## config.mk

```make
export PLATFORM = sky130hd
export DESIGN_NAME = seq_detect_prog
export DESIGN_NICKNAME = d
export VERILOG_FILES = /design/src/rtl/seq_detect_prog.sv
export SDC_FILE = /design/constraint.sdc
export NUM_CORES = 1
export LEC_CHECK = 0
export CAP_MARGIN = 20
export CORE_UTILIZATION = 56
export CTS_BUF_LIST = sky130_fd_sc_hd__clkbuf_16
export CTS_CLUSTER_DIAMETER = 40
export DETAILED_ROUTE_END_ITERATION = 8
export PLACE_DENSITY = 0.83
export SYNTH_ARGS = -nofsm -noshare
export SYNTH_HDL_FRONTEND = slang
export SYNTH_SLANG_ARGS = --single-unit
```

## constraint.sdc

```tcl
create_clock -name clk -period 4.1 [get_ports clk]
set_clock_uncertainty 0.2 [all_clocks]
set_input_delay 1.23 -clock clk [delete_from_list [all_inputs] [get_ports clk]]
set_output_delay 1.23 -clock clk [all_outputs]
set_load 0.005 [all_outputs]
```

## src/rtl/seq_detect_prog.sv

```systemverilog
// ---------------------------------------------------------------------------
// seq_detect_prog
//
// Purpose:
//   Programmable serial-pattern detector. It watches a stream of SYM_W-bit
//   symbols and flags every occurrence of a runtime-programmable pattern of
//   1..MAX_LEN symbols. Matches may overlap, or the history can be cleared
//   after each match. A saturating counter tracks the number of matches.
//   Reset defaults reproduce the classic 4-step 2-bit detector (00,11,00,01).
//
// Ports:
//   clk        in   clock, all state updates on posedge
//   rst        in   synchronous, active-high reset
//   sym_valid  in   a stream symbol is presented this cycle
//   sym        in   stream symbol
//   overlap    in   1: keep history after a hit, 0: restart after a hit
//   cfg_we     in   write pat[cfg_idx]=cfg_sym and len=cfg_len
//   cfg_idx    in   pattern symbol index
//   cfg_sym    in   pattern symbol value
//   cfg_len    in   pattern length
//   cnt_clr    in   clear the match counter
//   match      out  1-cycle pulse: the last accepted symbol completed the pattern
//   match_cnt  out  saturating match count
//   fill       out  number of valid symbols in history (saturates at MAX_LEN)
//   cfg_err    out  1-cycle pulse: the configuration write was rejected
// ---------------------------------------------------------------------------
module seq_detect_prog #(
    parameter int SYM_W   = 2,
    parameter int MAX_LEN = 8,
    parameter int CNT_W   = 8,
    parameter int RST_LEN = 4,
    parameter logic [MAX_LEN*SYM_W-1:0] RST_PAT = (MAX_LEN*SYM_W)'(8'h4C),
    localparam int IDX_W  = $clog2(MAX_LEN),
    localparam int LEN_W  = $clog2(MAX_LEN + 1)
) (
    input  logic             clk,
    input  logic             rst,
    input  logic             sym_valid,
    input  logic [SYM_W-1:0] sym,
    input  logic             overlap,
    input  logic             cfg_we,
    input  logic [IDX_W-1:0] cfg_idx,
    input  logic [SYM_W-1:0] cfg_sym,
    input  logic [LEN_W-1:0] cfg_len,
    input  logic             cnt_clr,
    output logic             match,
    output logic [CNT_W-1:0] match_cnt,
    output logic [LEN_W-1:0] fill,
    output logic             cfg_err
);

    // Element 0 is the newest history symbol / the first pattern symbol.
    typedef logic [MAX_LEN-1:0][SYM_W-1:0] sym_vec_t;

    sym_vec_t         hist_q, hist_d;
    sym_vec_t         pat_q, pat_d;
    logic [LEN_W-1:0] len_q, len_d;
    logic [LEN_W-1:0] fill_q, fill_d;
    logic [CNT_W-1:0] cnt_q, cnt_d;
    logic             match_q, match_d;
    logic             cfg_err_q, cfg_err_d;

    sym_vec_t         hist_shift;
    logic [LEN_W-1:0] fill_shift;
    logic             hit;
    logic             cfg_ok;

    // The oldest relevant symbol sits at hist[len-1] and must equal pat[0];
    // the newest, hist[0], must equal pat[len-1]. Entries past len are ignored.
    function automatic logic pattern_hit(input sym_vec_t h,
                                         input logic [LEN_W-1:0] f,
                                         input logic [LEN_W-1:0] l,
                                         input sym_vec_t p);
        logic ok;
        ok = (f >= l);
        for (int k = 0; k < MAX_LEN; k++) begin
            if (k < int'(l)) begin
                if (h[IDX_W'(int'(l) - 1 - k)] != p[IDX_W'(k)]) begin
                    ok = 1'b0;
                end
            end
        end
        return ok;
    endfunction

    // Next-state logic. A configuration write takes priority over a stream
    // symbol presented in the same cycle; that symbol is simply dropped.
    always_comb begin
        hist_d     = hist_q;
        pat_d      = pat_q;
        len_d      = len_q;
        fill_d     = fill_q;
        match_d    = 1'b0;
        cfg_err_d  = 1'b0;
        cnt_d      = cnt_clr ? '0 : cnt_q;
        hist_shift = {hist_q[MAX_LEN-2:0], sym};
        fill_shift = (fill_q == LEN_W'(MAX_LEN)) ? fill_q : fill_q + 1'b1;
        hit        = 1'b0;
        cfg_ok     = (cfg_len != '0) && (int'(cfg_len) <= MAX_LEN) &&
                     (int'(cfg_idx) < MAX_LEN);

        if (cfg_we) begin
            if (cfg_ok) begin
                pat_d[cfg_idx] = cfg_sym;
                len_d          = cfg_len;
                fill_d         = '0;
            end else begin
                cfg_err_d = 1'b1;
            end
        end else if (sym_valid) begin
            hit     = pattern_hit(hist_shift, fill_shift, len_q, pat_q);
            hist_d  = hist_shift;
            fill_d  = (hit && !overlap) ? '0 : fill_shift;
            match_d = hit;
            // Counting after the optional clear gives "clear then count".
            if (hit && (cnt_d != '1)) begin
                cnt_d = cnt_d + 1'b1;
            end
        end
    end

    // State register with synchronous reset back to the default detector.
    always_ff @(posedge clk) begin
        if (rst) begin
            hist_q    <= '0;
            pat_q     <= RST_PAT;
            len_q     <= LEN_W'(RST_LEN);
            fill_q    <= '0;
            cnt_q     <= '0;
            match_q   <= 1'b0;
            cfg_err_q <= 1'b0;
        end else begin
            hist_q    <= hist_d;
            pat_q     <= pat_d;
            len_q     <= len_d;
            fill_q    <= fill_d;
            cnt_q     <= cnt_d;
            match_q   <= match_d;
            cfg_err_q <= cfg_err_d;
        end
    end

    assign match     = match_q;
    assign match_cnt = cnt_q;
    assign fill      = fill_q;
    assign cfg_err   = cfg_err_q;

endmodule

```

==> flow_summary.json, run 1 <==
{
  "grt_overflow": 0,
  "critPathKind": "primary input to flip-flop",
  "hold_viol_final": 0,
  "dr_wl_met2_um": 2850,
  "max_stage_delay_ns": 0.49,
  "seq_power_share_pct": 42.1,
  "met3_wirelength_um": 248,
  "slew_violations": 0,
  "cts_buffers": 5,
  "syn_area_um2": 2660,
  "track_usage_pct": 24.9,
  "io_buffers": 30,
  "synth-async-reset-ratio_pct": 0,
  "relSlewSlack_pct": 59.7,
  "fin_crit_sh_pct": 93.7,
  "hpwl_um": 4280,
  "cts_tree": "yes",
  "cts.clk_slew.worst_paths_ns": 0.06,
  "cts_hold_buf": 0,
  "ys_ff_latch": 40,
  "tightest_slew_ns": 0.599,
  "drc_errors": 0,
  "slowest_stage": "clkdlybuf4s50_1",
  "cap_violations": 0,
  "internal-power_mw": 0.708,
  "synth_edf_count": 0,
  "drive_gt1_share_pct": 12.4,
  "max-vdd-ir-drop_mv": 0.230,
  "drt_iter0_drc": 126,
  "root_buffer": "clkbuf_16",
  "holdWs_ns": 0.296,
  "grt_max_degree": 29,
  "p_switching_mw": 0.250,
  "p_leak_nw": 1.29,
  "worstPathMaxFanout": 5,
  "netlist_top_cells_area": "dfxtp_1, mux2i_1, mux4_2",
  "final_area_um2": 3140,
  "crit_arrival_ns": 3.82,
  "powerDensity_nw_per_um2": 305,
  "antenna_found_initial": 0,
  "timing.rr.end": "fill[1]",
  "wire_per_inst_um": 15.8,
  "antennaDiodeCount": 0,
  "dpl_cell_area_um2": 3010,
  "crit_path_start": "sym[1]",
  "end_kind": "flip-flop",
  "combPwrFrac_pct": 19.7,
  "gp_congestion": 0.817,
  "hold_end": "match_cnt[7]",
  "yosysUniqueCellTypes": 45,
  "syn_avg_cell_area_um2": 9.16,
  "holdPathStages": 2,
  "worstHoldStart": "match_cnt[7]",
  "r2r_slack_ns": 0.49,
  "swShare_pct": 26.1,
  "clk_latency_ns": 0.28,
  "core_um2": 4440,
  "vias": 2268,
  "rsz0062_at_grt": "false",
  "area_growth_pct": 18.4,
  "p_clk_share_pct": 38.2,
  "dr.pass1.iters": 6,
  "synth_commonest_cells": "dfxtp_1, nand2_1, mux2i_1, nor2_1, a21oi_1",
  "die_w_um": 70.9,
  "r2r_cells": 11,
  "m1WireLength_um": 2710,
  "wl_um": 5890,
  "status": "complete, no violations",
  "setup_viol": 0,
  "yosys.area.top_type": "dfxtp_1",
  "postCtsSetupBuffers": 0,
  "holdCritPathClass": "flip-flop to flip-flop",
  "io_pins": 31,
  "r2r_start": "len_q[1]",
  "h-tree-depth": 2,
  "initial_core_util_pct": 59.7,
  "first_global_vias": 2091,
  "crit_required_ns": 4.07,
  "synth_ff_type": "dfxtp_1",
  "syn_nets": 318,
  "rows": 24,
  "vias_per_cell": 6.06,
  "top_layer": "met4",
  "cts.repair.resized": 0,
  "synth_top_cell_area_share_pct": 30.2,
  "synth_most_common_cell": "dfxtp_1",
  "netlist_instances": 290,
  "nNetsFinal": 350,
  "finalCriticalPeriod_ns": 3.84,
  "grt_pass1_wl_um": 9750,
  "dieArea_um2": 5020,
  "cts_buffer_depth": 2,
  "cp_cell_sequence": "clkdlybuf4s50_1 -> mux4_2 -> mux2i_1 -> xnor2_1 -> a211oi_2 -> nor2_1 -> or3_4 -> or2_4 -> a32o_1",
  "yosysSeqAreaShare_pct": 30.2,
  "ys_warn_count": 0,
  "postRouteAntennaNets": 0,
  "startpoint_type": "primary input",
  "cts_num_sinks": 40,
  "dieHeight_um": 70.9,
  "max_freq_mhz": 260
}
[power groups by stage]
| stage | clock (mW) | combinational, mW | sequential [mW] |
|---|---|---|---|
| final | 0.366 | 0.189 | 0.403 |
| after global routing | 0.385 | 0.203 | 0.404 |
| after CTS | 0.372 | 0.187 | 0.403 |
| after detailed placement | 0 | 0.184 | 0.411 |
| after global placement | 0 | 0.178 | 0.411 |
| after floorplan | 0 | 0.138 | 0.408 |
[logic make-up (layout without fill, tap and decap cells)]
kind of cell             Yosys count  count (layout)  synth area share (%)
AO/OA/AOI/OAI                     35              35                  8.53
XOR/XNOR                          12              12                  5.37
adder cells (fa/ha/maj)           11              11                  5.18
buffers and inverters             26              58                  4.76
flip-flops                        40              40                  30.2
multiplexers                      43              43                  22.1
AND/OR/NAND/NOR                  123             123                  23.8
[flip-flops by register name, indices dropped and copies added, names as in the netlist]
signal and flops:
match_cnt 8, pat_q 8, cfg_err 1, match 1, hist_q 14, len_q 4
fill 4
[layout by cell type (no fill, tap or decap), drive strengths merged, types with 11 or more instances in the layout]
cell type / instances
mux4: 12
dfxtp: 40
mux2i: 28
a21oi: 17
inv: 12
clkdlybuf4s50: 30
nand2: 39
ha: 11
nor2: 21
[critical path: cells and delay by family]
family / cells / cell delay, ns
muxes: 2 / 0.67
and+or+nand+nor: 3 / 0.78
buffers and inverters: 1 / 0.49
xor gates and xnor gates: 1 / 0.14
AOI/OAI and AO/OA: 2 / 0.51
[cell type report]
class,instances,area [um2]
well taps,52,65.1
fillers,334,1300
multi-input cells,224,1730
flip-flops and latches,40,801
clock inverters,2,8.76
inverters,11,41.3
clock buffers,5,125
repair buffers,40,375
[layer usage]
metal  vias up  GRT usage, %
met1      1105          32.2
met3         6          5.70
met4         0          8.22
li1       1101             -
met5         -             0
met2        56          41.3
[worst max path at each step]
stage                   endpoint  slack, ns  depth (start not counted)
global placement         fill[2]       0.14                          9
CTS                      fill[1]       0.27                          9
detailed placement       fill[1]    -0.0007                          9
finish                   fill[1]       0.26                          9
floorplan           match_cnt[6]       0.37                         14
global route             fill[1]       0.17                          9
[through the flow]
stage               setup TNS, ns  instances  utilization [%]  power, mW  worst slack (ns)
floorplan                       0        290                -      0.546             0.370
global placement                0        367             67.7      0.590             0.141
detailed placement      -0.000743        367             67.7      0.596         -0.000743
CTS                             0        374             70.7      0.963             0.269
global route                    0        374             70.7      0.992             0.166
finish                          0        374             70.7      0.958             0.256
(Power assumes the default switching activity.)
==> run 2, diff against run 1 <==
- CAP_MARGIN: 20 -> default
- MAX_ROUTING_LAYER: default -> met4
==> flow_summary.json, run 2 (same netlist as run 1, synthesis figures left out) <==
{
  "r2r_slack_ns": 0.50,
  "powerDensity_nw_per_um2": 304,
  "crit_path_start": "sym[1]",
  "max-vdd-ir-drop_mv": 0.231,
  "p_clk_share_pct": 38.2,
  "fillers": 334,
  "cts.repair.resized": 0,
  "startpoint_type": "primary input",
  "worst_slack_ns": 0.260,
  "vias_per_cell": 5.99,
  "track_usage_pct": 25.7,
  "cts_buffer_depth": 2,
  "r2r_cells": 11,
  "relSlewSlack_pct": 59.7,
  "seq_area_um2": 801,
  "die_w_um": 70.9,
  "p_leak_nw": 1.29,
  "fin_total_pwr_mw": 0.956,
  "fin_cells": 374,
  "clk_latency_ns": 0.28,
  "r2r_start": "len_q[1]",
  "root_buffer": "clkbuf_16",
  "seq_power_share_pct": 42.1,
  "timing.rr.end": "fill[1]",
  "final_area_um2": 3140,
  "wl_um": 5870,
  "crit_required_ns": 4.07,
  "grt_pass1_wl_um": 9750,
  "swShare_pct": 26.0,
  "antennaDiodeCount": 0,
  "io_buffers": 30,
  "critPathKind": "primary input to flip-flop",
  "dpl_cell_area_um2": 3010,
  "hpwl_um": 4280,
  "fin_setup_tns_ns": 0,
  "cts_tree": "yes",
  "fin_crit_sh_pct": 93.7,
  "layout_commonest_cell": "dfxtp_1",
  "cts_buffers": 5,
  "combPwrFrac_pct": 19.7,
  "dpl_worst_slack_ns": -0.000743,
  "dieHeight_um": 70.9,
  "dr.pass1.iters": 6,
  "grt_max_degree": 29,
  "postRouteAntennaNets": 0,
  "core_um2": 4440,
  "antenna_found_initial": 0,
  "wire_per_inst_um": 15.7,
  "drt_iter0_drc": 133,
  "cts.clk_slew.worst_paths_ns": 0.06,
  "crit_arrival_ns": 3.81,
  "cts_num_sinks": 40,
  "finalCriticalPeriod_ns": 3.84,
  "multiInputGateArea_um2": 1730,
  "slew_violations": 0,
  "worstPathMaxFanout": 5,
  "largest-register": "hist_q",
  "rsz0062_at_grt": "false",
  "placed_cells": 367,
  "nNetsFinal": 350,
  "end_kind": "flip-flop",
  "critPathCapture": "fill[1]",
  "rows": 24,
  "cts_hold_buf": 0,
  "p_switching_mw": 0.249,
  "gp_congestion": 0.829,
  "grt_overflow": 0,
  "first_global_vias": 2083,
  "final_cell_mix": "dfxtp_1, nand2_1, clkdlybuf4s50_1",
  "area_growth_pct": 18.4,
  "io_pins": 31,
  "postCtsSetupBuffers": 0,
  "status": "complete, no violations",
  "cap_violations": 0,
  "drc_errors": 0,
  "drive_gt1_share_pct": 12.4,
  "tightest_slew_ns": 0.599,
  "internal-power_mw": 0.708,
  "largest_reg_flops": 14,
  "vias": 2241,
  "dieArea_um2": 5020,
  "holdCritPathClass": "flip-flop to flip-flop",
  "hold_viol_final": 0,
  "h-tree-depth": 2,
  "initial_core_util_pct": 59.7,
  "setup_viol": 0,
  "max_freq_mhz": 260
}
-- run 2: cell counts in the layout (fill, tap and decap cells not counted) --
Identical to the previous run, type by type.
-- run 2: power groups by stage --
stage / logic [mW] / registers [mW] / clock network [mW]
6_report: 0.188 / 0.403 / 0.365
3_5_place_dp: 0.184 / 0.411 / 0
4_1_cts: 0.187 / 0.403 / 0.372
5_1_grt: 0.203 / 0.404 / 0.385
2_1_floorplan: 0.138 / 0.408 / 0
3_3_place_gp: 0.178 / 0.411 / 0
-- run 2: cell type report --
type	count	area share, %
Clock inverter	2	0.279
Tap cell	52	2.07
Inverter	11	1.31
Timing Repair Buffer	40	11.9
Clock buffer	5	3.98
Multi-Input combinational cell	224	55.0
Sequential cell	40	25.5
-- run 2: through the flow --
step / utilization, % / hold slack (ns)
5_1_grt: 70.7 / 0.329
3_3_place_gp: 67.7 / 0.281
3_5_place_dp: 67.7 / 0.292
6_report: 70.7 / 0.296
4_1_cts: 70.7 / 0.301
2_1_floorplan: - / 0.257
-- run 2: how the worst min path moves through the flow --
| stage | from | end | cells after the start |
|---|---|---|---|
| after global placement | match_cnt[7] | match_cnt[7] | 2 |
| after floorplan | pat_q[6] | pat_q[6] | 1 |
| final | match_cnt[7] | match_cnt[7] | 2 |
| after CTS | match_cnt[7] | match_cnt[7] | 2 |
| after global routing | pat_q[6] | pat_q[6] | 1 |
| after detailed placement | pat_q[6] | pat_q[6] | 1 |
-- run 2: metal layers --
| metal | GRT usage, % | up-vias | part of all wire [%] |
|---|---|---|---|
| li1 | - | 1102 | - |
| met1 | 32.4 | 1083 | 46 |
| met2 | 41.1 | 49 | 48 |
| met3 | 5.70 | 7 | 4.1 |
| met4 | 8.22 | 0 | 1.5 |
| met5 | - | - | 0 |
-- run 2: worst max-delay path: stages --
cell             delay (ns)
clkdlybuf4s50_1        0.49
mux4_2                 0.49
mux2i_1                0.18
xnor2_1                0.14
a211oi_2               0.26
nor2_1                 0.12
or3_4                  0.41
or2_4                  0.25
a32o_1                 0.25
==> run 3, diff against run 2 <==
- CTS_BUF_LIST: sky130_fd_sc_hd__clkbuf_16 -> default
- TNS_END_PERCENT: default -> 100
==> flow_summary.json, run 3 (same netlist as run 1, synthesis figures left out) <==
{
  "max-vdd-ir-drop_mv": 0.166,
  "postCtsSetupBuffers": 0,
  "nNetsFinal": 350,
  "cts_tree": "yes",
  "vias": 2226,
  "fin_setup_tns_ns": 0,
  "h-tree-depth": 2,
  "fin_util_pct": 69.5,
  "area_growth_pct": 16.3,
  "placed_cells": 367,
  "die_w_um": 70.9,
  "rows": 24,
  "finalCriticalPeriod_ns": 3.79,
  "fin_crit_sh_pct": 92.5,
  "critPathKind": "primary input to flip-flop",
  "wire_per_inst_um": 15.3,
  "p_leak_nw": 1.26,
  "antenna_found_initial": 0,
  "root_buffer": "clkbuf_8",
  "hpwl_um": 4280,
  "grt_max_degree": 29,
  "postRouteAntennaNets": 0,
  "crit_arrival_ns": 3.78,
  "cts.repair.resized": 0,
  "initial_core_util_pct": 59.7,
  "r2r_start": "len_q[1]",
  "clk_latency_ns": 0.29,
  "max_freq_mhz": 264,
  "status": "complete, no violations",
  "largest_reg_flops": 14,
  "startpoint_type": "primary input",
  "final_cell_mix": "dfxtp_1, nand2_1, clkdlybuf4s50_1",
  "hold_viol_final": 0,
  "grt_pass1_wl_um": 9520,
  "rsz0062_at_grt": "false",
  "grt_overflow": 0,
  "slew_violations": 0,
  "relSlewSlack_pct": 59.6,
  "worstHoldStart": "match_cnt[7]",
  "dieHeight_um": 70.9,
  "first_global_vias": 2072,
  "path_delay_family": "simple AND/OR/NAND/NOR gates",
  "antennaDiodeCount": 0,
  "cts_buffers": 5,
  "cp_cell_sequence": "clkdlybuf4s50_1 -> mux4_2 -> mux2i_1 -> xnor2_1 -> a211oi_2 -> nor2_1 -> or3_4 -> or2_4 -> a32o_1",
  "slowest_stage": "mux4_2",
  "fillers": 344,
  "cts.clk_slew.worst_paths_ns": 0.07,
  "cts_num_sinks": 40,
  "tightest_slew_ns": 0.600,
  "crit_required_ns": 4.09,
  "gp_congestion": 0.829,
  "cts_buffer_depth": 2,
  "largest-register": "hist_q",
  "worstPathMaxFanout": 5,
  "dpl_worst_slack_ns": -0.000743,
  "fin_total_pwr_mw": 0.836,
  "setup_viol": 0,
  "fin_cells": 374,
  "layout_commonest_cell": "dfxtp_1",
  "crit_path_start": "sym[1]",
  "drive_gt1_share_pct": 12.4,
  "vias_per_cell": 5.95,
  "dr.pass1.iters": 8,
  "powerDensity_nw_per_um2": 271,
  "io_pins": 31,
  "drc_errors": 0,
  "core_um2": 4440,
  "cts_hold_buf": 0,
  "track_usage_pct": 24.9,
  "cap_violations": 0,
  "path_buf_inv": 1,
  "drt_iter0_drc": 114,
  "end_kind": "flip-flop",
  "io_buffers": 30,
  "holdCritPathClass": "flip-flop to flip-flop",
  "worst_slack_ns": 0.307,
  "dieArea_um2": 5020,
  "max_stage_delay_ns": 0.50,
  "wl_um": 5740
}
==> run 3: cell types whose count changed in the layout (fill, tap and decap cells not counted) <==
cell | previous run | this run
clkbuf_1 | 0 | 1
clkbuf_16 | 5 | 0
clkbuf_8 | 0 | 5
inv_1 | 12 | 11
==> run 3: tightest hold or removal path: stages, from the launching register on <==
cell,delay (ns)
dfxtp_1,0.34
nand2_1,0.06
mux2i_1,0.06
==> run 3: area by class of cell <==
type / count / area [um2] / area share [%]
multi-input combinational: 224 / 1730 / 56.0
sequential: 40 / 801 / 25.9
timing repair buffer: 40 / 375 / 12.2
clock buffer: 6 / 72.6 / 2.35
tap: 52 / 65.1 / 2.11
inverter: 11 / 41.3 / 1.34
clock inverter: 1 / 5.00 / 0.162
==> run 3: routing by layer <==
layer | vias up | GRT usage, % | part of all wire (%)
met5 | - | - | 0
met4 | 0 | 8.67 | 2.3
met3 | 11 | 4.99 | 3.7
met2 | 46 | 40.0 | 48
met1 | 1069 | 31.5 | 46
li1 | 1100 | - | -
==> run 3: path summary, 6_finish.rpt <==
kind / endpoint / slack [ns] / cells after the start
worst max-delay path: fill[1] / 0.31 / 9
worst min-delay path: match_cnt[7] / 0.30 / 2
worst max register to register: fill[1] / 0.54 / 9
worst min register to register: match_cnt[7] / 0.30 / 2
==> run 3: where the power goes <==
part	internal [mW]	leakage (nW)	switching, mW
registers	0.394	0.324	0.00802
logic	0.0944	0.894	0.0924
clock network	0.116	0.0410	0.132
total	0.604	1.26	0.232
==> run 3: stage by stage <==
stage / hold slack, ns / area [um2]
finish: 0.302 / 3090
global route: 0.334 / 3090
CTS: 0.304 / 3090
detailed placement: 0.292 / 3010
global placement: 0.281 / 3010
floorplan: 0.257 / 2660
